### config.mk
export PLATFORM = sky130hd
export DESIGN_NAME = ddram_port_arbiter_flat
export DESIGN_NICKNAME = d
export VERILOG_FILES = /design/src/rtl/ddram_arb_pkg.sv /design/src/rtl/ddram_port_arbiter_if.sv /design/src/rtl/ddram_wr_fifo.sv /design/src/rtl/ddram_port_arbiter.sv /design/src/flat_wrapper.sv
export SDC_FILE = /design/constraint.sdc
export NUM_CORES = 1
export LEC_CHECK = 0
export ABC_AREA = 1
export ABC_CLOCK_PERIOD_IN_PS = 14700
export CAP_MARGIN = 20
export CORE_ASPECT_RATIO = 2
export CORE_MARGIN = 4
export CORE_UTILIZATION = 58
export CTS_CLUSTER_DIAMETER = 150
export DETAILED_ROUTE_END_ITERATION = 6
export PLACE_DENSITY = 0.8
export SYNTH_ARGS = -nofsm -noshare
export SYNTH_HDL_FRONTEND = slang
export SYNTH_SLANG_ARGS = --single-unit
### constraint.sdc
create_clock -name CLK_VIDEO -period 14.7 [get_ports CLK_VIDEO]
set_clock_uncertainty 0.1 [all_clocks]
set_input_delay 2.94 -clock CLK_VIDEO [delete_from_list [all_inputs] [get_ports CLK_VIDEO]]
set_output_delay 2.94 -clock CLK_VIDEO [all_outputs]
set_load 0.01 [all_outputs]
### src/rtl/ddram_arb_pkg.sv
// Shared types and widths for the DDRAM port arbiter and its write FIFO.
package ddram_arb_pkg;

  localparam int ADDR_W  = 29;
  localparam int DATA_W  = 64;
  localparam int BE_W    = 8;
  localparam int ENTRY_W = ADDR_W + DATA_W + BE_W;  // 101 bits per queued write

  typedef enum logic [1:0] {
    ST_IDLE,
    ST_WR,
    ST_RD_CMD,
    ST_RD_DATA
  } arb_state_e;

  typedef enum logic {
    GRANT_RD = 1'b0,
    GRANT_WR = 1'b1
  } grant_e;

  typedef struct packed {
    logic [ADDR_W-1:0] addr;
    logic [DATA_W-1:0] din;
    logic [BE_W-1:0]   be;
  } wr_entry_t;

  // A requested burst of zero beats is issued as a single beat.
  function automatic logic [7:0] eff_burst(input logic [7:0] burst);
    return (burst == 8'd0) ? 8'd1 : burst;
  endfunction

endpackage

### src/rtl/ddram_port_arbiter_if.sv
// Avalon-style DDRAM port: the arbiter is the master, the memory controller the slave.
interface ddram_port_arbiter_if;
  import ddram_arb_pkg::*;

  logic              DDRAM_CLK;
  logic              DDRAM_BUSY;
  logic [7:0]        DDRAM_BURSTCNT;
  logic [ADDR_W-1:0] DDRAM_ADDR;
  logic [DATA_W-1:0] DDRAM_DIN;
  logic [BE_W-1:0]   DDRAM_BE;
  logic              DDRAM_WE;
  logic              DDRAM_RD;
  logic [DATA_W-1:0] DDRAM_DOUT;
  logic              DDRAM_DOUT_READY;

  modport master (
    output DDRAM_CLK, DDRAM_BURSTCNT, DDRAM_ADDR, DDRAM_DIN, DDRAM_BE, DDRAM_WE, DDRAM_RD,
    input  DDRAM_BUSY, DDRAM_DOUT, DDRAM_DOUT_READY
  );

  modport slave (
    input  DDRAM_CLK, DDRAM_BURSTCNT, DDRAM_ADDR, DDRAM_DIN, DDRAM_BE, DDRAM_WE, DDRAM_RD,
    output DDRAM_BUSY, DDRAM_DOUT, DDRAM_DOUT_READY
  );

endinterface

### src/rtl/ddram_wr_fifo.sv
// Write-command FIFO with a registered head: an entry pushed into an empty
// FIFO appears at the output (dout_valid_o) one cycle after the push.
module ddram_wr_fifo
  import ddram_arb_pkg::*;
#(
  parameter int DEPTH = 8,
  parameter int CNT_W = $clog2(DEPTH) + 1
) (
  input  logic             clk,
  input  logic             rst,
  input  logic             push_i,
  input  wr_entry_t        din_i,
  input  logic             pop_i,
  output wr_entry_t        dout_o,
  output logic             dout_valid_o,
  output logic             full_o,
  output logic [CNT_W-1:0] count_o
);

  localparam int PTR_W = $clog2(DEPTH);

  logic [ENTRY_W-1:0] mem_q [DEPTH];
  logic [PTR_W-1:0]   wr_ptr_q, rd_ptr_q, rd_ptr_d;
  logic [CNT_W-1:0]   count_q, count_d;
  wr_entry_t          head_q;
  logic               head_valid_q;
  logic               push_ok, pop_ok;

  // A push while full is dropped even if a pop happens in the same cycle.
  assign full_o   = (count_q == CNT_W'(DEPTH));
  assign push_ok  = push_i && !full_o;
  assign pop_ok   = pop_i && (count_q != '0);
  assign rd_ptr_d = pop_ok ? rd_ptr_q + PTR_W'(1) : rd_ptr_q;

  // Occupancy update; simultaneous push and pop leave the count unchanged.
  // NOTE: always_comb assigns every output a default first so no latch is inferred.
  always_comb begin
    count_d = count_q;
    if (push_ok && !pop_ok)      count_d = count_q + CNT_W'(1);
    else if (!push_ok && pop_ok) count_d = count_q - CNT_W'(1);
  end

  // Entry storage.
  // NOTE: the storage array has no reset; validity is tracked by the pointers and count.
  always_ff @(posedge clk) begin
    if (push_ok) mem_q[wr_ptr_q] <= din_i;
  end

  // Pointers, count and the registered head. The head becomes valid only for
  // entries that were already stored before this edge and are not being popped.
  // NOTE: sequential state uses non-blocking assignments so every register samples pre-edge values.
  always_ff @(posedge clk or posedge rst) begin
    if (rst) begin
      wr_ptr_q     <= '0;
      rd_ptr_q     <= '0;
      count_q      <= '0;
      head_q       <= '0;
      head_valid_q <= 1'b0;
    end else begin
      if (push_ok) wr_ptr_q <= wr_ptr_q + PTR_W'(1);
      rd_ptr_q     <= rd_ptr_d;
      count_q      <= count_d;
      head_q       <= mem_q[rd_ptr_d];
      head_valid_q <= (count_q != '0) && !(pop_ok && (count_q == CNT_W'(1)));
    end
  end

  assign dout_o       = head_q;
  assign dout_valid_o = head_valid_q;
  assign count_o      = count_q;

endmodule

### src/rtl/ddram_port_arbiter.sv
// Shares the DDRAM port between a FIFO-buffered write stream and a single
// burst-read client. Writes are single-beat; reads return a burst of beats.
module ddram_port_arbiter
  import ddram_arb_pkg::*;
#(
  parameter int FIFO_DEPTH  = 8,
  parameter int PRIO_MARGIN = 2
) (
  input  logic                CLK_VIDEO,
  input  logic                reset,
  input  logic                wr_req,
  input  logic [ADDR_W-1:0]   wr_addr,
  input  logic [DATA_W-1:0]   wr_din,
  input  logic [BE_W-1:0]     wr_be,
  output logic                wr_full,
  output logic                wr_ovf,
  input  logic                rd_req,
  input  logic [ADDR_W-1:0]   rd_addr,
  input  logic [7:0]          rd_burst,
  output logic                rd_ack,
  output logic                rd_busy,
  output logic [DATA_W-1:0]   rd_dout,
  output logic                rd_dout_ready,
  ddram_port_arbiter_if.master ddram
);

  localparam int CNT_W = $clog2(FIFO_DEPTH) + 1;
  localparam logic [CNT_W-1:0] PRIO_THR = CNT_W'(FIFO_DEPTH - PRIO_MARGIN);

  wr_entry_t         push_entry, head;
  logic              head_valid, fifo_full, fifo_pop;
  logic [CNT_W-1:0]  fifo_count;
  logic              grant_wr, grant_rd, beat_in;

  arb_state_e        state_q;
  grant_e            last_grant_q;
  logic              we_q, rd_q, rd_ack_q, rd_busy_q, rd_last_q, rd_dout_ready_q, wr_ovf_q;
  logic [ADDR_W-1:0] addr_q;
  logic [DATA_W-1:0] din_q, rd_dout_q;
  logic [BE_W-1:0]   be_q;
  logic [7:0]        burstcnt_q, beat_q;

  assign push_entry = '{addr: wr_addr, din: wr_din, be: wr_be};
  assign fifo_pop   = (state_q == ST_WR) && !ddram.DDRAM_BUSY;
  assign beat_in    = ddram.DDRAM_DOUT_READY && (state_q == ST_RD_DATA);

  ddram_wr_fifo #(
    .DEPTH (FIFO_DEPTH),
    .CNT_W (CNT_W)
  ) u_wr_fifo (
    .clk          (CLK_VIDEO),
    .rst          (reset),
    .push_i       (wr_req),
    .din_i        (push_entry),
    .pop_i        (fifo_pop),
    .dout_o       (head),
    .dout_valid_o (head_valid),
    .full_o       (fifo_full),
    .count_o      (fifo_count)
  );

  // Grant choice for IDLE: a nearly full FIFO wins outright, ties alternate.
  always_comb begin
    grant_wr = 1'b0;
    grant_rd = 1'b0;
    if (head_valid && (fifo_count >= PRIO_THR)) begin
      grant_wr = 1'b1;
    end else if (head_valid && rd_req) begin
      if (last_grant_q == GRANT_RD) grant_wr = 1'b1;
      else                          grant_rd = 1'b1;
    end else if (head_valid) begin
      grant_wr = 1'b1;
    end else if (rd_req) begin
      grant_rd = 1'b1;
    end
  end

  // Command FSM with registered DDRAM outputs; outputs only change on a grant
  // or an accepting edge, so they stay stable while BUSY is high.
  always_ff @(posedge CLK_VIDEO or posedge reset) begin
    if (reset) begin
      state_q      <= ST_IDLE;
      last_grant_q <= GRANT_RD;
      we_q         <= 1'b0;
      rd_q         <= 1'b0;
      addr_q       <= '0;
      din_q        <= '0;
      be_q         <= '0;
      burstcnt_q   <= 8'd1;
      beat_q       <= 8'd0;
      rd_ack_q     <= 1'b0;
      rd_busy_q    <= 1'b0;
      rd_last_q    <= 1'b0;
    end else begin
      rd_ack_q  <= 1'b0;
      rd_last_q <= 1'b0;
      // rd_busy covers the cycle in which the last beat is presented on rd_dout.
      if (rd_last_q) rd_busy_q <= 1'b0;
      unique case (state_q)
        ST_IDLE: begin
          if (grant_wr) begin
            addr_q       <= head.addr;
            din_q        <= head.din;
            be_q         <= head.be;
            burstcnt_q   <= 8'd1;
            we_q         <= 1'b1;
            last_grant_q <= GRANT_WR;
            state_q      <= ST_WR;
          end else if (grant_rd) begin
            addr_q       <= rd_addr;
            burstcnt_q   <= eff_burst(rd_burst);
            rd_q         <= 1'b1;
            last_grant_q <= GRANT_RD;
            state_q      <= ST_RD_CMD;
          end
        end
        ST_WR: begin
          if (!ddram.DDRAM_BUSY) begin
            we_q    <= 1'b0;
            state_q <= ST_IDLE;
          end
        end
        ST_RD_CMD: begin
          if (!ddram.DDRAM_BUSY) begin
            rd_q      <= 1'b0;
            rd_ack_q  <= 1'b1;
            rd_busy_q <= 1'b1;
            beat_q    <= 8'd0;
            state_q   <= ST_RD_DATA;
          end
        end
        ST_RD_DATA: begin
          if (ddram.DDRAM_DOUT_READY) begin
            beat_q <= beat_q + 8'd1;
            if (beat_q == burstcnt_q - 8'd1) begin
              rd_last_q <= 1'b1;
              state_q   <= ST_IDLE;
            end
          end
        end
        default: state_q <= ST_IDLE;
      endcase
    end
  end

  // Read return: beats are registered and only accepted while a read is open.
  always_ff @(posedge CLK_VIDEO or posedge reset) begin
    if (reset) begin
      rd_dout_q       <= '0;
      rd_dout_ready_q <= 1'b0;
    end else begin
      rd_dout_ready_q <= beat_in;
      if (beat_in) rd_dout_q <= ddram.DDRAM_DOUT;
    end
  end

  // Sticky overflow flag for pushes dropped while the FIFO is full.
  always_ff @(posedge CLK_VIDEO or posedge reset) begin
    if (reset)                   wr_ovf_q <= 1'b0;
    else if (wr_req && fifo_full) wr_ovf_q <= 1'b1;
  end

  assign wr_full              = fifo_full;
  assign wr_ovf               = wr_ovf_q;
  assign rd_ack               = rd_ack_q;
  assign rd_busy              = rd_busy_q;
  assign rd_dout              = rd_dout_q;
  assign rd_dout_ready        = rd_dout_ready_q;
  assign ddram.DDRAM_CLK      = CLK_VIDEO;
  assign ddram.DDRAM_BURSTCNT = burstcnt_q;
  assign ddram.DDRAM_ADDR     = addr_q;
  assign ddram.DDRAM_DIN      = din_q;
  assign ddram.DDRAM_BE       = be_q;
  assign ddram.DDRAM_WE       = we_q;
  assign ddram.DDRAM_RD       = rd_q;

endmodule

### src/flat_wrapper.sv
// flat-port wrapper written by rule: the top's interface ports become plain ports
module ddram_port_arbiter_flat import ddram_arb_pkg::*;
#(
  parameter int FIFO_DEPTH  = 8,
  parameter int PRIO_MARGIN = 2
)
  (CLK_VIDEO, reset, wr_req, wr_addr, wr_din, wr_be, wr_full, wr_ovf, rd_req, rd_addr, rd_burst, rd_ack, rd_busy, rd_dout, rd_dout_ready, ddram_DDRAM_CLK, ddram_DDRAM_BURSTCNT, ddram_DDRAM_ADDR, ddram_DDRAM_DIN, ddram_DDRAM_BE, ddram_DDRAM_WE, ddram_DDRAM_RD, ddram_DDRAM_BUSY, ddram_DDRAM_DOUT, ddram_DDRAM_DOUT_READY);
  ddram_port_arbiter_if ddram_i ();
  input  logic CLK_VIDEO;
  input  logic reset;
  input  logic wr_req;
  input  logic [ADDR_W-1:0] wr_addr;
  input  logic [DATA_W-1:0] wr_din;
  input  logic [BE_W-1:0] wr_be;
  output logic wr_full;
  output logic wr_ovf;
  input  logic rd_req;
  input  logic [ADDR_W-1:0] rd_addr;
  input  logic [7:0] rd_burst;
  output logic rd_ack;
  output logic rd_busy;
  output logic [DATA_W-1:0] rd_dout;
  output logic rd_dout_ready;
  output wire logic [$bits(ddram_i.DDRAM_CLK)-1:0] ddram_DDRAM_CLK;
  output wire logic [$bits(ddram_i.DDRAM_BURSTCNT)-1:0] ddram_DDRAM_BURSTCNT;
  output wire logic [$bits(ddram_i.DDRAM_ADDR)-1:0] ddram_DDRAM_ADDR;
  output wire logic [$bits(ddram_i.DDRAM_DIN)-1:0] ddram_DDRAM_DIN;
  output wire logic [$bits(ddram_i.DDRAM_BE)-1:0] ddram_DDRAM_BE;
  output wire logic [$bits(ddram_i.DDRAM_WE)-1:0] ddram_DDRAM_WE;
  output wire logic [$bits(ddram_i.DDRAM_RD)-1:0] ddram_DDRAM_RD;
  input wire logic [$bits(ddram_i.DDRAM_BUSY)-1:0] ddram_DDRAM_BUSY;
  input wire logic [$bits(ddram_i.DDRAM_DOUT)-1:0] ddram_DDRAM_DOUT;
  input wire logic [$bits(ddram_i.DDRAM_DOUT_READY)-1:0] ddram_DDRAM_DOUT_READY;
  assign ddram_DDRAM_CLK = ddram_i.DDRAM_CLK;
  assign ddram_DDRAM_BURSTCNT = ddram_i.DDRAM_BURSTCNT;
  assign ddram_DDRAM_ADDR = ddram_i.DDRAM_ADDR;
  assign ddram_DDRAM_DIN = ddram_i.DDRAM_DIN;
  assign ddram_DDRAM_BE = ddram_i.DDRAM_BE;
  assign ddram_DDRAM_WE = ddram_i.DDRAM_WE;
  assign ddram_DDRAM_RD = ddram_i.DDRAM_RD;
  assign ddram_i.DDRAM_BUSY = ddram_DDRAM_BUSY;
  assign ddram_i.DDRAM_DOUT = ddram_DDRAM_DOUT;
  assign ddram_i.DDRAM_DOUT_READY = ddram_DDRAM_DOUT_READY;
  ddram_port_arbiter #(.FIFO_DEPTH(FIFO_DEPTH), .PRIO_MARGIN(PRIO_MARGIN)) u_core (.CLK_VIDEO(CLK_VIDEO), .reset(reset), .wr_req(wr_req), .wr_addr(wr_addr), .wr_din(wr_din), .wr_be(wr_be), .wr_full(wr_full), .wr_ovf(wr_ovf), .rd_req(rd_req), .rd_addr(rd_addr), .rd_burst(rd_burst), .rd_ack(rd_ack), .rd_busy(rd_busy), .rd_dout(rd_dout), .rd_dout_ready(rd_dout_ready), .ddram(ddram_i));
endmodule
# Word level (Yosys, flattened, before mapping)
# Memory sizes are Yosys's and may differ from the RTL's. A register that Yosys moved wholly into a read port is not among the register bits.
# Index checks and enable logic that the tools add are counted.
[totals]
word_cells = 116
in_bits = 208
ff_bits = 202
ramBits = 808
n_memories = 1
[memory_table]
columns = ["memory", "words", "width", "read_ports", "rd_clocked_by_memory_dff", "wr", "line_no", "text"]
rows = [
  ["u_core.u_wr_fifo.mem_q", 8, 101, 1, 1, 1, "ddram_wr_fifo.sv:22", "logic [ENTRY_W-1:0] mem_q [DEPTH];"],
]
[classes]
n_eq_ne = 14
reduce_logical = 30
mux = 45
order_cmp = 1
n_addsub = 6
[ops]
columns = ["operator", "count"]
rows = [
  ["$mux 29", 2],
  ["$mux 8", 5],
  ["$mux 1", 25],
  ["$pmux 8 s2", 1],
  ["$mux 2", 6],
  ["$logic_and 1x1->1", 11],
  ["$ne 2x2->1 const B", 5],
  ["$reduce_bool 2->1", 5],
  ["$add 8x1->8 const B", 1],
  ["$eq 8x8->1", 1],
  ["$logic_not 8->1", 1],
  ["$mux 4", 2],
  ["$pmux 2 s4", 1],
  ["$sub 8x1->8 const B", 1],
  ["$add 3x1->3 const B", 2],
  ["$reduce_and 3->1", 2],
  ["$logic_not 1->1", 5],
  ["$reduce_and 5->1", 1],
  ["$add 4x1->4 const B", 1],
  ["$eq 2x2->1 const B", 2],
  ["$eq 4x1->1 const B", 1],
  ["$eq 4x4->1 const B", 1],
  ["$ge 4x3->1 const B", 1],
  ["$ne 2x1->1 const B", 2],
  ["9 further kinds", 11],
]

# Logic depth before layout (Yosys ltp)
# Gate-level depths: netlist of the first run.
[depth]
word_depth = 7
mapped_depth = 15
depth_no_buf = 15

# Hierarchy
# From an unflattened synthesis of the first run, not the netlist that was laid out.
[unflattened]
hier_cells = 4508
area_unflattened_um2 = 47116.4
[modules_own_cells]
columns = ["module", "n_inst", "seq_area_each_um2", "area_each_um2", "cells_each"]
rows = [
  ["ddram_wr_fifo", 1, 27066.0, 39152.6, 3729],
  ["ddram_port_arbiter", 1, 4780.8, 7963.9, 779],
]

==> results of run 1 <==
layout make-up:
cell class | instances | area (um2) | area share
Sequential cell | 1111 | 31800 | 0.613
Multi-Input combinational cell | 2130 | 9600 | 0.185
Timing Repair Buffer | 429 | 4250 | 0.0818
Clock buffer | 118 | 2550 | 0.0492
Inverter | 450 | 1710 | 0.0329
Tap cell | 1008 | 1260 | 0.0243
Clock inverter | 58 | 666 | 0.0128
Antenna cell | 15 | 37.5 | 0.000723
per-layer routing:
layer,vias up,part of all wire,global-route usage
li1,13500,-,-
met5,-,0.00077,0
met1,14000,0.37,0.295
met4,12,0.031,0.0988
met3,207,0.075,0.0564
met2,1101,0.52,0.465
layout by cell type (no fill, tap or decap), drive strengths merged:
cell | Yosys | final
nand3 | 127 | 127
o21ai | 221 | 221
nor3 | 10 | 10
nor2 | 159 | 159
or2 | 1 | 1
xnor2 | 2 | 2
clkbuf | 67 | 117
nand4 | 2 | 2
diode | 0 | 15
clkinv | 2 | 34
a41oi | 1 | 1
bufinv | 0 | 12
a21o | 1 | 1
inv | 448 | 455
nand2 | 1315 | 1315
xor2 | 9 | 9
dfstp | 1 | 1
ha | 9 | 9
a22oi | 1 | 1
o211ai | 203 | 203
clkinvlp | 0 | 7
dfrtp | 302 | 302
a21oi | 66 | 66
clkdlybuf4s50 | 0 | 388
o311ai | 1 | 1
nor4 | 1 | 1
a211oi | 1 | 1
buf | 131 | 42
edfxtp | 808 | 808
metrics by stage:
stage / area, um2 / util / cells / hold WS [ps]
3_5_place_dp: 48600 / 0.649 / 5128 / 329
2_1_floorplan: 43900 / - / 3889 / 300
5_1_grt: 51900 / 0.692 / 5311 / 363
3_3_place_gp: 48600 / 0.649 / 5128 / 311
4_1_cts: 51900 / 0.692 / 5303 / 345
6_report: 51900 / 0.692 / 5319 / 345
where the power goes:
group,switching [W],internal (W),leakage [nW]
Combinational,0.00270,0.00138,8.79
Clock,0.00111,0.00146,1.56
Sequential,0.000324,0.00415,11.0
tightest hold or removal path, stage by stage, from the launching register on:
cell and delay [ps]:
dfrtp_1 320, nand2_1 50, nand2_1 40
path summary, 6_finish.rpt:
kind	endpoint	slack, ps
setup reg to reg	u_core.u_wr_fifo.dout_o[63]$_DFF_PP0_	10410
hold / removal	u_core.ddram.DDRAM_BE[1]$_DFFE_PP0P_	340
max in group asynchronous	u_core.ddram.DDRAM_ADDR[24]$_DFFE_PP0P_	10450
min in group asynchronous	u_core.rd_dout[53]$_DFFE_PP0P_	2570
hold reg to reg	u_core.ddram.DDRAM_BE[1]$_DFFE_PP0P_	340
setup / recovery	ddram_DDRAM_CLK	3590
synthesized netlist by cell type:
master / number / area (um2)
nand2_1: 1315 / 4940
edfxtp_1: 808 / 24300
inv_1: 442 / 1660
dfrtp_1: 302 / 7560
o211ai_1: 203 / 1520
nor2_1: 158 / 593
nand3_1: 126 / 631
o21ai_1: 120 / 601
buf_2: 117 / 586
o21ai_0: 100 / 500
clkbuf_1: 67 / 251
a21oi_1: 66 / 330
nor3_1: 10 / 50.1
buf_4: 9 / 67.6
ha_1: 9 / 113
xor2_1: 8 / 70.1
inv_2: 6 / 22.5
buf_1: 5 / 18.8
clkinv_1: 2 / 7.51
nand4_1: 2 / 12.5
xnor2_1: 2 / 17.5
a211oi_1: 1 / 7.51
a21o_1: 1 / 7.51
a22oi_1: 1 / 7.51
a41oi_1: 1 / 8.76
dfstp_2: 1 / 26.3
nand3_2: 1 / 10.0
nor2_4: 1 / 11.3
nor4_1: 1 / 6.26
o21ai_2: 1 / 8.76
o311ai_0: 1 / 8.76
or2_2: 1 / 6.26
xor2_2: 1 / 16.3
state kept, by name (all words and copies together) (netlist names):
| register | flops |
|---|---|
| u_core.ddram.DDRAM_RD | 1 |
| u_core.beat_q | 8 |
| u_core.ddram.DDRAM_BURSTCNT | 8 |
| u_core.wr_ovf | 1 |
| u_core.rd_dout_ready | 1 |
| u_core.ddram.DDRAM_DIN | 64 |
| u_core.u_wr_fifo.wr_ptr_q | 3 |
| u_core.last_grant_q | 1 |
| u_core.u_wr_fifo.rd_ptr_q | 3 |
| u_core.u_wr_fifo.mem_q | 808 |
| u_core.ddram.DDRAM_BE | 8 |
| u_core.u_wr_fifo.dout_o | 101 |
| u_core.ddram.DDRAM_WE | 1 |
| u_core.ddram.DDRAM_ADDR | 29 |
| u_core.rd_dout | 64 |
| u_core.state_q | 2 |
| u_core.rd_ack | 1 |
| u_core.rd_busy | 1 |
| u_core.u_wr_fifo.count_o | 4 |
| u_core.rd_last_q | 1 |
| u_core.u_wr_fifo.dout_valid_o | 1 |
cell families (layout without fill, tap and decap cells):
| family | after synthesis | count (layout) | synth area share |
|---|---|---|---|
| other | 0 | 15 | 0 |
| flip-flops | 1111 | 1111 | 0.725 |
| buffers and inverters | 648 | 1055 | 0.0595 |
| XOR/XNOR | 11 | 11 | 0.00236 |
| adder cells (fa/ha/maj) | 9 | 9 | 0.00256 |
| AO/OA/AOI/OAI | 495 | 495 | 0.0684 |
| AND/OR/NAND/NOR | 1615 | 1615 | 0.142 |
==> flow_summary.toml, run 1 <==
[logic_synthesis]
ys_ff_latch = 1111
netlist_instances = 3889
syn_avg_cell_area_um2 = 11.3
mappedNetlistNets = 4106
synth_area_um2 = 43900
yosysWarningCount = 0
yosysSeqAreaShare = 0.725
synth.distinct_cells = 33

[critical_path]
worst-path-buf-inv = 3
cp_cell_sequence = "clkbuf_16 -> clkbuf_16 -> clkdlybuf4s50_1"
cp.arrival_ps = 8070
worstPathMaxFanout = 2
cp-startpoint = "CLK_VIDEO"
rr_worst_depth = 14
start_kind = "clock port"
cp.required_ps = 11660
cp_slowest_stage_delay_ps = 470
criticalPathCategory = "clock port to primary output"
cpLargestDelayFamily = "buffers and inverters"
crit_top_cell = "clkbuf_16"
cp.depth = 3
cp-end-kind = "primary output"
r2r_start = "u_core.u_wr_fifo.count_o[0]$_DFFE_PP0P_"
crit_path_top_delay_cell = "clkdlybuf4s50_1"

[global_route]
grt_use_total = 0.256
grt_first_pass_wirelength_mm = 159
antenna_found_initial = 19
grt_pass1_vias = 28600
gr-total-overflow = 0
grt_max_degree = 223

[routing]
vias_per_cell = 5.42
vias = 28800
drt-wirelength-per-cell_um = 19.5
drc = 1
firstDrtPassIters = 7
drt-total-wl_mm = 104
drt_iter0_drc = 2209
drtAntennaViolNets = 0

[die]
start_util = 0.586
die_w_um = 203
coreArea_um2 = 75000
dieHeight_um = 397
boundaryPins = 389
die-area_um2 = 80500
rows = 142

[pwr]
vdd_drop_max_mv = 0.244
power_leakage_nw = 21.4
p_per_area_nw_per_um2 = 214
finalPower_w = 0.0111

[sta]
worst_pin_slew_ps = 1120
maxSlewViolCount = 0
slew_headroom = 0.252
hold_violations = 0
rsz0062_at_grt = "false"
tns_ps = 0
setup_viol = 0
final.setup.worst_slack_ps = 3590

[final_layout]
area_delta_synth_final_pct = 18.2
nFillCells = 5101
fin_nets = 4434
drive_above_1_share = 0.0503

[outcome]
violations = "DRC"
status = "finished with violations"

[flow_run]
maxCapViolations = 0

[clock_tree]
cts_tree = "yes"
ctsResizeCount = 0
clkTransAtPathRegs_ps = 70
clkLatencyLatePin_ps = 790
cts_setup_buffers = 0
postCtsHoldBufs = 0

[hold_path]
hp-class = "register to register"
min_path_cells = 2
min_from = "u_core.u_wr_fifo.dout_o[1]$_DFF_PP0_"

[placement]
place_hpwl_mm = 58.3
gp_congestion = 0.804
port_buffers = 388
place_ws_ps = 3860
Power figures use the tool's default switching activity.
==> run 2: changes to the inputs <==
- ABC_CLOCK_PERIOD_IN_PS: 14700 -> 10000
- CORE_UTILIZATION: 58 -> 52
- PLACE_DENSITY: 0.8 -> 0.76
- clock period: 14.7 -> 10 ns (I/O delays scaled with it)
==> run 2 against run 1 <==
The flow now finishes without violations. Sequential cell count unchanged. Utilization decreased by 6.9 points. Die area increased by 11%. Worst hold slack got worse by 19 ps. Count of clock-buffer cells in the layout increased by 4. Critical path type unchanged. Largest power group unchanged. Highest routed layer unchanged.
==> flow_summary.toml, run 2 (synthesized netlist as in run 1, its figures left out) <==
[outcome]
status = "complete, no violations"

[critical_path]
cpLargestDelayFamily = "buffers and inverters"
worstPathMaxFanout = 2
crit_top_cell = "clkbuf_16"
cp-startpoint = "CLK_VIDEO"
cp.arrival_ps = 5730
start_kind = "clock port"
cp.required_ps = 7900
criticalPathCategory = "clock port to primary output"
worst-path-buf-inv = 3
crit_path_top_delay_cell = "clkdlybuf4s50_1"
rr_worst_depth = 13
cp_cell_sequence = "clkbuf_16 -> clkbuf_16 -> clkdlybuf4s50_1"
cp-end-kind = "primary output"
r2r_start = "u_core.u_wr_fifo.count_o[1]$_DFFE_PP0P_"
cp_slowest_stage_delay_ps = 480
cp.depth = 3

[clock_tree]
clkLatencyLatePin_ps = 790
cts_setup_buffers = 0
ctsResizeCount = 0
postCtsHoldBufs = 0
clkTransAtPathRegs_ps = 60
cts_tree = "yes"

[sta]
hold_violations = 0
tns_ps = 0
setup_viol = 0
slew_headroom = 0.259
rsz0062_at_grt = "false"
worst_pin_slew_ps = 1110
maxSlewViolCount = 0

[routing]
dr.max_layer_used = "met5"
drc = 0
met2RoutedLength_mm = 56.1
wl_met1_mm = 40.5
drt-total-wl_mm = 108
drt-wirelength-per-cell_um = 20.1
vias_per_cell = 5.41
wl_met3_mm = 7.53
vias = 29000
drtAntennaViolNets = 0
firstDrtPassIters = 6
drt_iter0_drc = 2174

[pwr]
vdd_drop_max_mv = 0.358
intPower_w = 0.0104
p_per_area_nw_per_um2 = 317
power_leakage_nw = 21.4
power_frac_comb = 0.365
finalPower_w = 0.0165
sequentialPowerShare = 0.397
switchingPower_w = 0.00610
switching_share = 0.369
clockPowerShare = 0.238

[global_route]
grt_first_pass_wirelength_mm = 163
grt_use_total = 0.238
gr-total-overflow = 0
antenna_found_initial = 16
grt_max_degree = 205
grt_pass1_vias = 29200

[final_layout]
largest_register_ffs = 808
max_flop_register = "u_core.u_wr_fifo.mem_q"
nFillCells = 6311
most-common-layout-cells = "1314 x nand2_1, 808 x edfxtp_1, 440 x inv_1"
fin_nets = 4434
final_common_cell = "nand2_1"
drive_above_1_share = 0.0505
area_delta_synth_final_pct = 18.7

[die]
rows = 150
start_util = 0.525
coreArea_um2 = 83700
die_w_um = 214
die-area_um2 = 89500
boundaryPins = 389
dieHeight_um = 419

[hold_path]
min_from = "u_core.rd_last_q$_DFF_PP0_"
min_path_cells = 1
hp-class = "register to register"

[placement]
port_buffers = 388
place_hpwl_mm = 61.0
gp_congestion = 0.844

[flow_run]
maxCapViolations = 0
[run 2: worst paths after layout]
path | to | slack (ps)
max | ddram_DDRAM_CLK | 2170
min | u_core.rd_busy$_DFF_PP0_ | 330
max reg2reg | u_core.u_wr_fifo.dout_o[8]$_DFF_PP0_ | 5950
min reg2reg | u_core.rd_busy$_DFF_PP0_ | 330
max in group asynchronous | u_core.u_wr_fifo.dout_o[11]$_DFF_PP0_ | 6530
min in group asynchronous | u_core.rd_dout[30]$_DFFE_PP0P_ | 1520
[run 2: final cells by class]
cell class              instances  area, um2  area share
flip-flops and latches       1111      31800       0.610
inverters                     450       1710      0.0327
clock inverters                56        774      0.0148
diodes                          8       20.0    0.000384
repair buffers                428       4300      0.0825
multi-input cells            2130       9600       0.184
clock buffers                 122       2590      0.0496
well taps                    1064       1330      0.0255
[run 2: power groups by stage]
stage	clock network (W)	logic, W	registers (W)
after floorplan	0.00000824	0.00372	0.00675
after global placement	0.0000102	0.00589	0.00661
after detailed placement	0.0000102	0.00607	0.00664
after CTS	0.00401	0.00610	0.00656
after global routing	0.00419	0.00675	0.00664
final	0.00394	0.00604	0.00656
[run 2: worst register-to-register path, delay by kind of cell, from the launching register on]
family	cells	cell delay, ps
AND/OR/NAND/NOR	6	860
AO/OA/AOI/OAI	1	100
buffers and inverters	4	1960
flip-flops	1	450
XOR/XNOR	1	340
adder cells (fa/ha/maj)	1	140
[run 2: layer usage]
metal / vias to the layer above / GRT usage
met5: - / 0
met2: 1050 / 0.430
met1: 14200 / 0.273
met3: 239 / 0.0515
li1: 13500 / -
met4: 16 / 0.0958
[run 2: through the flow]
step / instances / hold slack (ps) / setup WS (ps) / instance area (um2) / utilization
after floorplan: 3889 / 300 / 2470 / 43900 / -
after global placement: 5183 / 307 / 2450 / 48800 / 0.583
after detailed placement: 5183 / 321 / 2450 / 48800 / 0.583
after CTS: 5360 / 331 / 2160 / 52100 / 0.623
after global routing: 5366 / 370 / 2150 / 52200 / 0.623
final: 5369 / 326 / 2170 / 52200 / 0.623
